==> config.mk <==
export PLATFORM = sky130hd
export DESIGN_NAME = i2c_target_receiver
export DESIGN_NICKNAME = d
export VERILOG_FILES = /design/src/rtl/i2c_pkg.sv /design/src/rtl/dff.sv /design/src/rtl/i2c_bus_sampler.sv /design/src/rtl/i2c_target_receiver.sv
export SDC_FILE = /design/constraint.sdc
export NUM_CORES = 1
export LEC_CHECK = 0
export ABC_AREA = 1
export BUFFER_PORTS_ARGS = -buffer_cell sky130_fd_sc_hd__clkbuf_2
export CAP_MARGIN = 30
export CORE_ASPECT_RATIO = 1.5
export CORE_MARGIN = 8
export CORE_UTILIZATION = 40
export DETAILED_ROUTE_END_ITERATION = 7
export PLACE_DENSITY = 0.64
export RECOVER_POWER = 25
export REMOVE_ABC_BUFFERS = 1
export SLEW_MARGIN = 20
export SYNTH_ARGS = -nofsm -noshare
export SYNTH_HDL_FRONTEND = slang
export SYNTH_HIERARCHICAL = 1
export SYNTH_SLANG_ARGS = --single-unit
==> constraint.sdc <==
create_clock -name clk -period 4.9 [get_ports clk]
set_input_delay 0.245 -clock clk [delete_from_list [all_inputs] [get_ports clk]]
set_output_delay 0.245 -clock clk [all_outputs]
set_load 0.01 [all_outputs]
==> src/rtl/i2c_pkg.sv <==
// rtl/i2c_pkg.sv - shared I2C target types and widths
package i2c_pkg;
  localparam int I2C_ADDR_W = 7;
  localparam int BYTE_W     = 8;

  typedef enum logic [2:0] {
    IDLE, ADDR, ADDR_ACK, WR_DATA, WR_ACK, RD_DATA, RD_ACK, WAIT_STOP
  } i2c_state_e;
endpackage

==> src/rtl/dff.sv <==
// rtl/dff.sv - storage flop with synchronous active-high reset to a fixed value
module dff #(
  parameter int           W       = 1,
  parameter logic [W-1:0] RST_VAL = '0
) (
  input  logic         clk,
  input  logic         reset,
  input  logic [W-1:0] d,
  output logic [W-1:0] q
);
  always_ff @(posedge clk) begin
    if (reset) q <= RST_VAL;
    else       q <= d;
  end
endmodule

==> src/rtl/i2c_bus_sampler.sv <==
// rtl/i2c_bus_sampler.sv - synchronizes SCL/SDA and flags SCL edges and START/STOP
module i2c_bus_sampler #(
  parameter int SYNC_STAGES = 2
) (
  input  logic clk,
  input  logic reset,
  input  logic scl_i,
  input  logic sda_i,
  output logic sda_s,
  output logic scl_rise,
  output logic scl_fall,
  output logic start_cond,
  output logic stop_cond
);
  logic [SYNC_STAGES:0] scl_chain, sda_chain;
  logic scl_s, scl_prev, sda_prev;

  assign scl_chain[0] = scl_i;
  assign sda_chain[0] = sda_i;

  // Everything resets to 1 so an idle bus produces no edges after reset.
  for (genvar i = 0; i < SYNC_STAGES; i++) begin : g_sync
    dff #(.W(2), .RST_VAL(2'b11)) u_sync (
      .clk(clk), .reset(reset),
      .d({scl_chain[i], sda_chain[i]}),
      .q({scl_chain[i+1], sda_chain[i+1]})
    );
  end

  assign scl_s = scl_chain[SYNC_STAGES];
  assign sda_s = sda_chain[SYNC_STAGES];

  dff #(.W(2), .RST_VAL(2'b11)) u_prev (
    .clk(clk), .reset(reset), .d({scl_s, sda_s}), .q({scl_prev, sda_prev})
  );

  assign scl_rise   = scl_s & ~scl_prev;
  assign scl_fall   = ~scl_s & scl_prev;
  assign start_cond = scl_s & scl_prev & sda_prev & ~sda_s;
  assign stop_cond  = scl_s & scl_prev & ~sda_prev & sda_s;
endmodule

==> src/rtl/i2c_target_receiver.sv <==
// rtl/i2c_target_receiver.sv - I2C target: address match, write receive, read serialize
module i2c_target_receiver import i2c_pkg::*; #(
  parameter logic [I2C_ADDR_W-1:0] TARGET_ADDR = 7'h50,
  parameter int                    SYNC_STAGES = 2
) (
  input  logic              clk,
  input  logic              reset,
  input  logic              scl_i,
  input  logic              sda_i,
  output logic              sda_oe,
  output logic [BYTE_W-1:0] rx_data,
  output logic              rx_valid,
  input  logic [BYTE_W-1:0] tx_data,
  output logic              tx_load,
  output logic              addr_match,
  output logic              start_det,
  output logic              stop_det,
  output logic              nack_det,
  output logic              busy
);
  logic sda_s, scl_rise, scl_fall, start_cond, stop_cond;

  i2c_bus_sampler #(.SYNC_STAGES(SYNC_STAGES)) u_sampler (
    .clk(clk), .reset(reset), .scl_i(scl_i), .sda_i(sda_i), .sda_s(sda_s),
    .scl_rise(scl_rise), .scl_fall(scl_fall),
    .start_cond(start_cond), .stop_cond(stop_cond)
  );

  logic [2:0]        state_q;
  i2c_state_e        state, state_d;
  logic [3:0]        cnt, cnt_d;
  logic [6:0]        sh, sh_d, tx_sh, tx_d;
  logic [BYTE_W-1:0] rxd_d;
  logic rw, rw_d, oe_d, am_d, busy_d, rxv_d, txl_d, sd_d, pd_d, nk_d;

  assign state = i2c_state_e'(state_q);

  dff #(.W(3), .RST_VAL(3'(IDLE))) u_state (.clk(clk), .reset(reset), .d(3'(state_d)), .q(state_q));
  dff #(.W(4)) u_cnt   (.clk(clk), .reset(reset), .d(cnt_d),  .q(cnt));
  dff #(.W(7)) u_sh    (.clk(clk), .reset(reset), .d(sh_d),   .q(sh));
  dff #(.W(7)) u_tx    (.clk(clk), .reset(reset), .d(tx_d),   .q(tx_sh));
  dff #(.W(8)) u_rxd   (.clk(clk), .reset(reset), .d(rxd_d),  .q(rx_data));
  dff #(.W(1)) u_rw    (.clk(clk), .reset(reset), .d(rw_d),   .q(rw));
  dff #(.W(1)) u_oe    (.clk(clk), .reset(reset), .d(oe_d),   .q(sda_oe));
  dff #(.W(1)) u_am    (.clk(clk), .reset(reset), .d(am_d),   .q(addr_match));
  dff #(.W(1)) u_busy  (.clk(clk), .reset(reset), .d(busy_d), .q(busy));
  dff #(.W(5)) u_pulse (.clk(clk), .reset(reset), .d({rxv_d, txl_d, sd_d, pd_d, nk_d}),
                        .q({rx_valid, tx_load, start_det, stop_det, nack_det}));

  always_comb begin
    state_d = state;
    cnt_d   = cnt;
    sh_d    = sh;
    tx_d    = tx_sh;
    rxd_d   = rx_data;
    rw_d    = rw;
    oe_d    = sda_oe;
    am_d    = addr_match;
    busy_d  = busy;
    rxv_d   = 1'b0;
    txl_d   = 1'b0;
    sd_d    = 1'b0;
    pd_d    = 1'b0;
    nk_d    = 1'b0;
    if (stop_cond) begin
      state_d = IDLE;
      cnt_d   = '0;
      oe_d    = 1'b0;
      am_d    = 1'b0;
      busy_d  = 1'b0;
      pd_d    = 1'b1;
    end else if (start_cond) begin
      state_d = ADDR;
      cnt_d   = '0;
      oe_d    = 1'b0;
      am_d    = 1'b0;
      busy_d  = 1'b1;
      sd_d    = 1'b1;
    end else begin
      unique case (state)
        IDLE: ;
        ADDR: if (scl_rise) begin
          sh_d  = {sh[5:0], sda_s};
          cnt_d = cnt + 4'd1;
          if (cnt == 4'd7) begin
            rw_d    = sda_s;
            state_d = (sh == TARGET_ADDR) ? ADDR_ACK : WAIT_STOP;
          end
        end
        // sda_oe doubles as the ACK-slot phase: low before the slot, high inside it.
        ADDR_ACK: if (scl_fall) begin
          if (!sda_oe) begin
            oe_d = 1'b1;
            am_d = 1'b1;
          end else begin
            cnt_d = '0;
            if (rw) begin
              txl_d   = 1'b1;
              tx_d    = tx_data[6:0];
              oe_d    = ~tx_data[7];
              state_d = RD_DATA;
            end else begin
              oe_d    = 1'b0;
              state_d = WR_DATA;
            end
          end
        end
        WR_DATA: if (scl_rise) begin
          sh_d  = {sh[5:0], sda_s};
          cnt_d = cnt + 4'd1;
          if (cnt == 4'd7) begin
            rxd_d   = {sh, sda_s};
            rxv_d   = 1'b1;
            state_d = WR_ACK;
          end
        end
        WR_ACK: if (scl_fall) begin
          if (!sda_oe) oe_d = 1'b1;
          else begin
            oe_d    = 1'b0;
            cnt_d   = '0;
            state_d = WR_DATA;
          end
        end
        RD_DATA: if (scl_fall) begin
          cnt_d = cnt + 4'd1;
          if (cnt == 4'd7) begin
            oe_d    = 1'b0;
            state_d = RD_ACK;
          end else begin
            oe_d = ~tx_sh[6];
            tx_d = {tx_sh[5:0], 1'b0};
          end
        end
        // A fall here can only follow an ACK rise; a NACK rise has already left.
        RD_ACK: if (scl_rise && sda_s) begin
          nk_d    = 1'b1;
          state_d = WAIT_STOP;
        end else if (scl_fall) begin
          cnt_d   = '0;
          txl_d   = 1'b1;
          tx_d    = tx_data[6:0];
          oe_d    = ~tx_data[7];
          state_d = RD_DATA;
        end
        WAIT_STOP: oe_d = 1'b0;
        default: state_d = IDLE;
      endcase
    end
  end
endmodule

==> reports/summary.txt, run 1 <==
============================================================================
Sort of element at the end of the critical path                         flop
First-pass GRT wire length                                           9830 um
Worst-Skew Late Latency                                              0.29 ns
Path type of the worst min-delay path                           input pin to flop
Initial antenna violation count                                            0
Post-DR vias/cell                                                       4.67
Mapped Area                                                         2560 um2
Top-Level Pins                                                            28
Routability congestion estimate from global placement                  0.912
Largest net degree at the start of global routing                         42
First-iteration detailed-routing DRC count                               151
Share of cells above drive strength 1                                  13.0%
Pin slew with the least headroom to its limit                        1.93 ns
Clock slew at reported path FFs                                      0.08 ns
Number of warnings reported in the yosys synthesis log                     6
Run status                                                      finished with violations
Detailed-router iteration count before antenna repair                      4
Area growth from synthesis to layout                                   9.99%
Syn Inst Count                                                           408
Async set-reset flop share out of synthesis                               0%
Proportion of power drawn by combinational gates                       30.6%
Chip width                                                           81.3 um
Final HPWL DP                                                        4390 um
EDFF count, synth                                                          0
# setup viols final                                                        0
Commonest non-fill, non-tap cell in the layout                  sky130_fd_sc_hd__nand2_1
Area of the die                                                     9260 um2
Cells resized by post-CTS repair                                           0
Number of nets in the finished design                                    451
Hold violation count in the final report                                   0
Total of buffers placed on input and output ports                         27
Number of buffers on the longest clock path                                2
Number of max-slew violations in the final report                         42
Flip-flop cell with the highest count after synthesis           sky130_fd_sc_hd__dfxtp_1
Register area                                                        881 um2
Post-route core utilization                                            45.5%
Failing checks                                                  max-capacitance violations, max-slew violations
Data arrival time of the critical path                               2.22 ns
Avg Cell Area, Syn                                                  6.27 um2
Cell Pwr Density                                                  321 nW/um2
Number of core rows                                                       35
Setup fix buffers added after clock tree synthesis                         0
Total of hold buffers inserted after clock tree synthesis                  0
Power share of the clock group                                         25.0%
Average wire per cell in the routed design                           11.4 um
Synth unique cells                                                        33
Worst Path Class, Setup                                         flop to flop
Starting Density                                                       41.4%
Switching power                                                       337 uW
Total via count in the routed design                                   2,392
Number of diodes added for antenna fixing                                  0
Number of levels the H-tree was split into                                 2
Proportion of synthesized chip area in sequential cells                34.5%
Final ANT Viol Nets                                                        0
Max IR drop VDD                                                     0.169 mV
Total area of multi-input combinational cells                       1300 um2
Upper clock frequency limit                                          474 MHz
Vertical die dimension                                                114 um
WP data required                                                     5.01 ns
Worst Skew                                                        0.00223 ns
RSZ-0062 raised after global routing                                   false
Switching power share of the total                                     37.3%
Highest fanout seen on the critical path                                  11
Placeable Area                                                      6170 um2
GR Overflow Total                                                          0
Aggregate routed wire length                                         5840 um
Root Buffer Master                                              sky130_fd_sc_hd__clkbuf_8
TritonCTS clock tree                                                   built
Clock buffers created by TritonCTS                                         5
Relative slew slack                                                   -28.3%
Number of max-capacitance violations reported                              1
Sequential share of power                                              44.4%
Int Pwr                                                               565 uW
Total GRT Usage                                                        13.2%
Synthesized flop and latch total                                          44
Final cycle utilization of the critical path                           43.0%
CTS sink count                                                            44
Fill cells                                                               662
Summed negative setup slack over all endpoints                          0 ns
Leakage power                                                     0.00133 uW
Total DRC errors in the routed layout                                      0
Launching element type of the critical path                             flop
Top library cells by usage in the layout, fill and taps aside   113 x sky130_fd_sc_hd__nand2_1, 79 x sky130_fd_sc_hd__inv_1, 74 x sky130_fd_sc_hd__nor2_1
Final critical-path required period                                  2.11 ns
Vias in the first global route                                         2,235
============================================================================
[kinds of logic (layout without fill, tap and decap cells)]
group	count (synthesis)	in the layout	synth area share [%]
simple gates	234	234	40.4
flops	44	44	34.5
compound gates	36	36	9.40
fa+ha+maj	2	2	0.979
buf+inv	92	122	14.8
[cell type report]
cell class              instances  share of cell area, %
well taps                      74                   3.29
clock inverters                 1                  0.312
multi-input cells             272                   46.2
flip-flops and latches         44                   31.3
repair buffers                 28                   4.49
clock buffers                   7                   2.71
inverters                      86                   11.7
[cell usage after synthesis, types with 2 or more instances]
library cell	count	area, um2
sky130_fd_sc_hd__a21oi_1	12	60.1
sky130_fd_sc_hd__a21oi_2	2	17.5
sky130_fd_sc_hd__buf_4	3	22.5
sky130_fd_sc_hd__buf_6	2	22.5
sky130_fd_sc_hd__dfxtp_1	44	881
sky130_fd_sc_hd__ha_1	2	25.0
sky130_fd_sc_hd__inv_1	79	297
sky130_fd_sc_hd__inv_2	4	15.0
sky130_fd_sc_hd__inv_4	2	12.5
sky130_fd_sc_hd__nand2_1	113	424
sky130_fd_sc_hd__nand2_2	3	18.8
sky130_fd_sc_hd__nand2_4	2	22.5
sky130_fd_sc_hd__nand3_1	23	115
sky130_fd_sc_hd__nand3_4	2	35.0
sky130_fd_sc_hd__nand4_1	2	12.5
sky130_fd_sc_hd__nor2_1	74	278
sky130_fd_sc_hd__nor2_2	6	37.5
sky130_fd_sc_hd__nor2_4	4	45.0
sky130_fd_sc_hd__nor3_1	2	10.0
sky130_fd_sc_hd__o21ai_0	9	45.0
sky130_fd_sc_hd__o21ai_2	6	52.6
[final timing paths]
| path | startpoint | endpoint | slack, ns | depth (start not counted) |
|---|---|---|---|---|
| hold reg to reg | u_sampler/g_sync[0].u_sync/q[1] | u_sampler/g_sync[1].u_sync/q[1] | 0.41 | 2 |
| setup / recovery | u_sampler/g_sync[1].u_sync/q[1] | u_sh/q[0] | 2.79 | 9 |
| setup reg to reg | u_sampler/g_sync[1].u_sync/q[1] | u_sh/q[0] | 2.79 | 9 |
| hold / removal | sda_i | u_sampler/g_sync[0].u_sync/q[0] | 0.12 | 3 |
[flip-flops by register name (all words and copies together) (netlist names)]
name	cells
u_state/q	3
u_sampler/u_prev/q	2
u_oe/q	1
u_tx/q	7
u_rxd/q	8
u_cnt/q	4
u_sampler/g_sync.u_sync/q	4
u_am/q	1
u_rw/q	1
u_sh/q	7
u_busy/q	1
u_pulse/q	5
[per-stage QoR]
stage	instances	instance area, um2	worst slack (ns)	power [uW]	hold slack [ns]
2_1_floorplan	402	2510	2.82	613	0.312
3_3_place_gp	504	2740	2.84	686	0.392
3_5_place_dp	504	2740	2.84	683	0.399
4_1_cts	512	2830	2.82	913	0.104
5_1_grt	512	2810	2.48	971	0.112
6_report	512	2810	2.79	902	0.116
[worst max-delay path, cell delays in order, from the launching register on]
cell and delay [ns]:
sky130_fd_sc_hd__dfxtp_1 0.37, sky130_fd_sc_hd__inv_1 0.05, sky130_fd_sc_hd__nor2_1 0.35, sky130_fd_sc_hd__nand2_1 0.21, sky130_fd_sc_hd__nor2_1 0.50, sky130_fd_sc_hd__inv_1 0.18, sky130_fd_sc_hd__nor2_1 0.13, sky130_fd_sc_hd__a21oi_1 0.05
sky130_fd_sc_hd__inv_1 0.05, sky130_fd_sc_hd__nor2_1 0.03
[routing by layer]
metal | global-route usage, % | vias up | wire [um]
met5 | 0 | - | 0
li1 | - | 1273 | -
met3 | 3.15 | 13 | 294
met4 | 5.63 | 0 | 149
met2 | 23.1 | 56 | 2910
met1 | 14.3 | 1050 | 2480
[power by group through the flow]
stage | clock network, uW | logic, uW | registers, uW
global placement | 0 | 277 | 409
global route | 248 | 317 | 406
CTS | 237 | 274 | 401
detailed placement | 0 | 273 | 409
floorplan | 0 | 208 | 405
finish | 226 | 276 | 401
Power figures use the tool's default switching activity.
==> run 2: changes to the inputs <==
==> constraint.sdc (replaced) <==
create_clock -name clk -period 2.1 [get_ports clk]
set_input_delay 0.105 -clock clk [delete_from_list [all_inputs] [get_ports clk]]
set_output_delay 0.105 -clock clk [all_outputs]
set_load 0.01 [all_outputs]
==> run 2 against run 1 <==
  * The flow now finishes without violations
  * Maximum frequency is 14% higher
  * Largest power group unchanged
  * Design area is 4.0% higher
  * Critical path depth is 1 higher
  * Count of clock-buffer cells in the layout is 1 lower
  * Critical endpoint is now u_rxd/q[0]
==> reports/summary.txt, run 2 (synthesis results as in run 1) <==
============================================================================
Launching element type of the critical path                             flop
Number of buffers on the longest clock path                                2   unchanged
R2R Path Start                                                  u_sampler/g_sync[1].u_sync/q[1]
Hold wc startpoint                                                tx_data[0]
Top library cells by usage in the layout, fill and taps aside   113 x sky130_fd_sc_hd__nand2_1, 79 x sky130_fd_sc_hd__inv_1, 74 x sky130_fd_sc_hd__nor2_1
Sort of element at the end of the critical path                         flop
Aggregate routed wire length                                         5970 um   +2.2%
Post-placement cell area                                            2790 um2   +1.6%
Data arrival time of the critical path                               2.08 ns   -0.14 ns
Setup WS pre-CTS                                                    0.193 ns   -2.65 ns
Inst Count DP                                                            510   +1.2%
Filler-free cell count of the finished design                            520   +1.6%
Chip width                                                           81.3 um   unchanged
Number of core rows                                                       35   unchanged
Flip-flop count of the largest register after layout                       8   unchanged
Worst hold slack                                                   0.0831 ns   -0.0332 ns
Leakage power                                                     0.00140 uW   +5.2%
Number of diodes added for antenna fixing                                  0   unchanged
Final HPWL DP                                                        4520 um   +3.0%
Register with the most flip-flops                                    u_rxd/q
Average wire per cell in the routed design                           11.5 um   +0.65%
GR Overflow Total                                                          0   unchanged
Setup fix buffers added after clock tree synthesis                         0   unchanged
Worst Skew                                                        0.00637 ns   +0.00414 ns
Number of max-slew violations in the final report                          0   -100%
Final critical-path setup slack                                     0.244 ns   -2.55 ns
Number of nets in the finished design                                    459   +1.8%
# setup viols final                                                        0   unchanged
Total DRC errors in the routed layout                                      0   unchanged
Vertical die dimension                                                114 um   unchanged
Clock slew at reported path FFs                                      0.09 ns   about the same
Area of all placed cells without fillers                            2920 um2   +4.0%
First-pass GRT wire length                                         10,000 um   +2.1%
CTS sink count                                                            44   unchanged
Detailed-router iteration count before antenna repair                      5   +1
Commonest non-fill, non-tap cell in the layout                  sky130_fd_sc_hd__nand2_1
Vias in the first global route                                         2,266   +1.4%
Top-Level Pins                                                            28   unchanged
Placeable Area                                                      6170 um2   unchanged
TritonCTS clock tree                                                   built
Beginning of the critical path                                  u_sampler/g_sync[1].u_sync/q[1]
Hold violation count in the final report                                   0   unchanged
Largest net degree at the start of global routing                         29   -31%
Highest fanout seen on the critical path                                  15   +4
Relative slew slack                                                    14.6%   +43 points
Max IR drop VDD                                                     0.461 mV   +170%
Share of cells above drive strength 1                                  15.2%   +2.2 points
Biggest registers after layout                                  u_rxd/q: 8 flops, u_sh/q: 7 flops, u_tx/q: 7 flops
RSZ-0062 raised after global routing                                   false
Initial antenna violation count                                            0   unchanged
Total via count in the routed design                                   2,412   +0.84%
Summed negative setup slack over all endpoints                          0 ns   unchanged
Number of levels the H-tree was split into                                 2   unchanged
Worst-Skew Late Latency                                              0.30 ns   about the same
Number of max-capacitance violations reported                              0   -1
Routability congestion estimate from global placement                  0.895   -1.9%
WP data required                                                     2.32 ns   -2.69 ns
Final ANT Viol Nets                                                        0   unchanged
Clock buffers created by TritonCTS                                         5   unchanged
Run status                                                      complete, no violations
Pin slew with the least headroom to its limit                        1.28 ns   -0.644 ns
Total GRT Usage                                                        13.5%   +0.30 points
Final cycle utilization of the critical path                           88.4%   +45 points
Worst Path Class, Setup                                         flop to flop
Upper clock frequency limit                                          539 MHz   +14%
Path type of the worst min-delay path                           input pin to flop
Area of the die                                                     9260 um2   unchanged
Root Buffer Master                                              sky130_fd_sc_hd__clkbuf_8
Post-DR vias/cell                                                       4.64   -0.72%
Cell Pwr Density                                                  779 nW/um2   +140%
Final critical-path required period                                  1.86 ns   -0.251 ns
Area growth from synthesis to layout                                   14.4%
Total of buffers placed on input and output ports                         27   unchanged
Starting Density                                                       41.4%   unchanged
First-iteration detailed-routing DRC count                                94   -38%
============================================================================
## run 2: changes by cell type in the layout (fill, tap and decap cells not counted), sizes merged
cell         delta
buf             +6
bufinv          +1
dlygate4sd3     +2
clkbuf          -1
## run 2: through the flow
stage | util, % | total power, uW
2_1_floorplan | - | 1430
3_3_place_gp | 45.1 | 1600
3_5_place_dp | 45.1 | 1590
4_1_cts | 47.4 | 2300
5_1_grt | 47.4 | 2430
6_report | 47.4 | 2280
## run 2: critical path: stages, from the launching register on
cell and delay (ns):
sky130_fd_sc_hd__dfxtp_1 0.38, sky130_fd_sc_hd__inv_1 0.05, sky130_fd_sc_hd__nor2_1 0.26, sky130_fd_sc_hd__inv_1 0.17, sky130_fd_sc_hd__nor3_4 0.29, sky130_fd_sc_hd__nand3_4 0.24
sky130_fd_sc_hd__inv_1 0.16, sky130_fd_sc_hd__nand2_1 0.06, sky130_fd_sc_hd__nand2_1 0.06, sky130_fd_sc_hd__inv_1 0.03, sky130_fd_sc_hd__nor2_1 0.08
## run 2: what timing repair did
action                                  CTS  global route
endpoints found under the setup margin    0             2
hold buffers                              2             0
endpoints found under the hold margin     2             0
resized for setup                         0             1
## run 2: per-layer routing
metal  up-vias  share of wire, %  track usage [%]
li1       1292                 -                -
met1      1064                44             14.2
met2        47                51             23.7
met3         9               3.4             2.83
met4         0               2.1             7.31
met5         -                 0                0
## run 2: path summary, 6_finish.rpt
kind | end | slack [ns] | depth (start not counted)
hold / removal | u_tx/q[0] | 0.08 | 5
setup / recovery | u_rxd/q[0] | 0.24 | 10
setup reg to reg | u_rxd/q[0] | 0.24 | 10
hold reg to reg | u_sampler/g_sync[1].u_sync/q[1] | 0.41 | 2
## run 2: layout make-up
class / count / area, um2
fillers: 666 / 3250
clock buffers: 6 / 82.6
clock inverters: 2 / 38.8
repair buffers: 36 / 195
multi-input cells: 272 / 1310
well taps: 74 / 92.6
flip-flops and latches: 44 / 881
inverters: 86 / 329
## run 2: power by group
part / total [uW] / switching, uW / leakage (uW) / internal, uW
Sequential: 936 / 64.9 / 0.000356 / 871
Combinational: 647 / 431 / 0.000985 / 217
Clock: 696 / 306 / 0.0000614 / 389
==> run 3: changes to the inputs <==
--- a/config.mk
+++ b/config.mk
@@ -8,11 +8,13 @@
 export ABC_AREA = 1
 export BUFFER_PORTS_ARGS = -buffer_cell sky130_fd_sc_hd__clkbuf_2
 export CAP_MARGIN = 30
+export CELL_PAD_IN_SITES_DETAIL_PLACEMENT = 1
+export CELL_PAD_IN_SITES_GLOBAL_PLACEMENT = 1
 export CORE_ASPECT_RATIO = 1.5
 export CORE_MARGIN = 8
 export CORE_UTILIZATION = 40
 export DETAILED_ROUTE_END_ITERATION = 7
-export PLACE_DENSITY = 0.64
+export PLACE_DENSITY = 0.84
 export RECOVER_POWER = 25
 export REMOVE_ABC_BUFFERS = 1
 export SLEW_MARGIN = 20
==> constraint.sdc (replaced) <==
create_clock -name clk -period 2 [get_ports clk]
set_input_delay 0.1 -clock clk [delete_from_list [all_inputs] [get_ports clk]]
set_output_delay 0.1 -clock clk [all_outputs]
set_load 0.01 [all_outputs]
==> run 3 against run 2 <==
  * Worst hold slack got worse by 0.0022 ns
  * Count of clock-buffer cells in the layout unchanged
  * Flip-flop and latch count unchanged
  * Via count increased by 5.3%
  * Sequential power increased by 4.1%
  * Die area unchanged
  * Critical path depth increased by 2
  * Core utilization increased by 0.75 points
  * Design area increased by 1.6%
  * Critical path type unchanged
==> reports/summary.txt, run 3 (synthesis results as in run 1) <==
============================================================================
Starting Density                                                       41.4%   unchanged
Clock buffers created by TritonCTS                                         5   unchanged
Commonest non-fill, non-tap cell in the layout                  sky130_fd_sc_hd__nand2_1
Cell Pwr Density                                                  830 nW/um2   +6.5%
Number of max-capacitance violations reported                              0   unchanged
First-pass GRT wire length                                         12,600 um   +26%
Data arrival time of the critical path                               2.04 ns   -0.04 ns
Largest net degree at the start of global routing                         21   -28%
Max IR drop VDD                                                     0.479 mV   +4.0%
Top-Level Pins                                                            28   unchanged
Highest fanout seen on the critical path                                   7   -8
Relative slew slack                                                    43.4%   +29 points
Register with the most flip-flops                                    u_rxd/q
Cell depth of the worst min-delay path                                     5   unchanged
Critical path buffers and inverters                                        3   -1
Top library cells by usage in the layout, fill and taps aside   113 x sky130_fd_sc_hd__nand2_1, 79 x sky130_fd_sc_hd__inv_1, 74 x sky130_fd_sc_hd__nor2_1
R2R Path Start                                                  u_sampler/g_sync[1].u_sync/q[1]
Final critical-path setup slack                                     0.208 ns   -0.0353 ns
Number of nets in the finished design                                    465   +1.3%
WP depth                                                                  12   +2
Placeable Area                                                      6170 um2   unchanged
Biggest registers after layout                                  u_rxd/q: 8 flops, u_sh/q: 7 flops, u_tx/q: 7 flops
Total DRC errors in the routed layout                                      0   unchanged
Worst hold slack                                                   0.0809 ns   -0.00218 ns
Pin slew with the least headroom to its limit                       0.850 ns   -0.432 ns
Final ANT Viol Nets                                                        0   unchanged
Sort of element at the end of the critical path                         flop
Worst Path Class, Setup                                         flop to flop
Area of the die                                                     9260 um2   unchanged
Final HPWL DP                                                        5750 um   +27%
List of cells traversed by the critical path                    inv_1 > nor2_1 > buf_4 > nand2_1 > nand2_2 > o21ai_4 > nand2_4 > nor2_4 > nand2_1 > nand2_1 > inv_1 > nor2_1
Launching element type of the critical path                             flop
Slowest cell on the critical path                               sky130_fd_sc_hd__dfxtp_1
Routability congestion estimate from global placement                  0.967   +8.0%
Total GRT Usage                                                        17.2%   +3.7 points
Detailed-router iteration count before antenna repair                      4   -1
Aggregate routed wire length                                         7360 um   +23%
Hold wc startpoint                                                tx_data[0]
Chip width                                                           81.3 um   unchanged
Clock slew at reported path FFs                                      0.09 ns   about the same
Run status                                                      complete, no violations
TritonCTS clock tree                                                   built
Number of levels the H-tree was split into                                 2   unchanged
CTS sink count                                                            44   unchanged
GR Overflow Total                                                          0   unchanged
Vertical die dimension                                                114 um   unchanged
Total of buffers placed on input and output ports                         27   unchanged
Kind of cell adding the most delay to the critical path         simple AND/OR/NAND/NOR gates
WP data required                                                     2.25 ns   -0.07 ns
Vias in the first global route                                         2,724   +20%
Final cycle utilization of the critical path                           89.6%   +1.2 points
Path type of the worst min-delay path                           input pin to flop
Flip-flop count of the largest register after layout                       8   unchanged
Beginning of the critical path                                  u_sampler/g_sync[1].u_sync/q[1]
Root Buffer Master                                              sky130_fd_sc_hd__clkbuf_8
Share of cells above drive strength 1                                  16.2%   +0.90 points
Area growth from synthesis to layout                                   16.2%
Initial antenna violation count                                            0   unchanged
Worst-Skew Late Latency                                              0.31 ns   about the same
Crit-path most repeated cell                                    sky130_fd_sc_hd__nand2_1
RSZ-0062 raised after global routing                                   false
Number of diodes added for antenna fixing                                  0   unchanged
Hold violation count in the final report                                   0   unchanged
Number of max-slew violations in the final report                          0   unchanged
Final critical-path required period                                  1.79 ns   -0.0647 ns
# setup viols final                                                        0   unchanged
Setup WS pre-CTS                                                    0.243 ns   +0.0506 ns
Total via count in the routed design                                   2,539   +5.3%
First-iteration detailed-routing DRC count                               129   +37%
Number of core rows                                                       35   unchanged
Count of cells along the worst register-to-register path                  12   +2
Setup fix buffers added after clock tree synthesis                         0   unchanged
Leakage power                                                     0.00143 uW   +2.3%
Worst Skew                                                        0.00435 ns   -0.00202 ns
Upper clock frequency limit                                          558 MHz   +3.6%
Average wire per cell in the routed design                           14.0 um   +22%
Crit-path max cell delay                                             0.34 ns   -0.04 ns
Number of buffers on the longest clock path                                2   unchanged
Post-DR vias/cell                                                       4.83   +4.1%
============================================================================
==> run 3: cell types whose count changed in the layout (fill, tap and decap cells not counted), sizes merged <==
cell    change
buf         +5
clkbuf      +1
==> run 3: per-layer routing <==
layer | track usage (%) | vias up | share of wire (%) | routed length, um
met5 | 0 | - | 0 | 0
met4 | 7.78 | 0 | 2.7 | 200
met3 | 2.99 | 17 | 2.3 | 169
met2 | 31.2 | 32 | 54 | 3990
met1 | 18.4 | 1189 | 41 | 3000
li1 | - | 1301 | - | -
==> run 3: tightest hold or removal path: cells and delay by family <==
family        cells  cell delay, ns
simple gates      3            0.12
buf+inv           2            0.12
==> run 3: cell type report <==
class	count	area (um2)
clock inverters	2	38.8
inverters	86	329
flip-flops and latches	44	881
repair buffers	42	249
well taps	74	92.6
multi-input cells	272	1300
fillers	880	3200
clock buffers	6	82.6
==> run 3: worst paths after layout <==
check	endpoint	slack, ns
setup reg to reg	u_tx/q[0]	0.21
hold reg to reg	u_sampler/g_sync[1].u_sync/q[0]	0.42
setup / recovery	u_tx/q[0]	0.21
hold / removal	u_tx/q[0]	0.08
==> run 3: metrics by stage <==
step / util (%) / setup TNS, ns / total power [uW] / instances / area, um2
2_1_floorplan: - / -0.563 / 1500 / 402 / 2510
3_3_place_gp: 46.1 / 0 / 1730 / 516 / 2850
3_5_place_dp: 46.1 / 0 / 1730 / 516 / 2850
4_1_cts: 48.4 / 0 / 2490 / 526 / 2990
5_1_grt: 48.1 / 0 / 2630 / 526 / 2970
6_report: 48.1 / 0 / 2460 / 526 / 2970
==> run 3: what timing repair did <==
action	CTS	global route
hold endpoints to repair	2	0
hold buffers	2	0
gates resized for setup	0	0
==> run 3: power by group <==
group | internal [uW] | total, uW | switching (uW)
combinational | 242 | 748 | 505
clock | 409 | 743 | 334
sequential | 914 | 974 | 59.5
total | 1570 | 2460 | 899
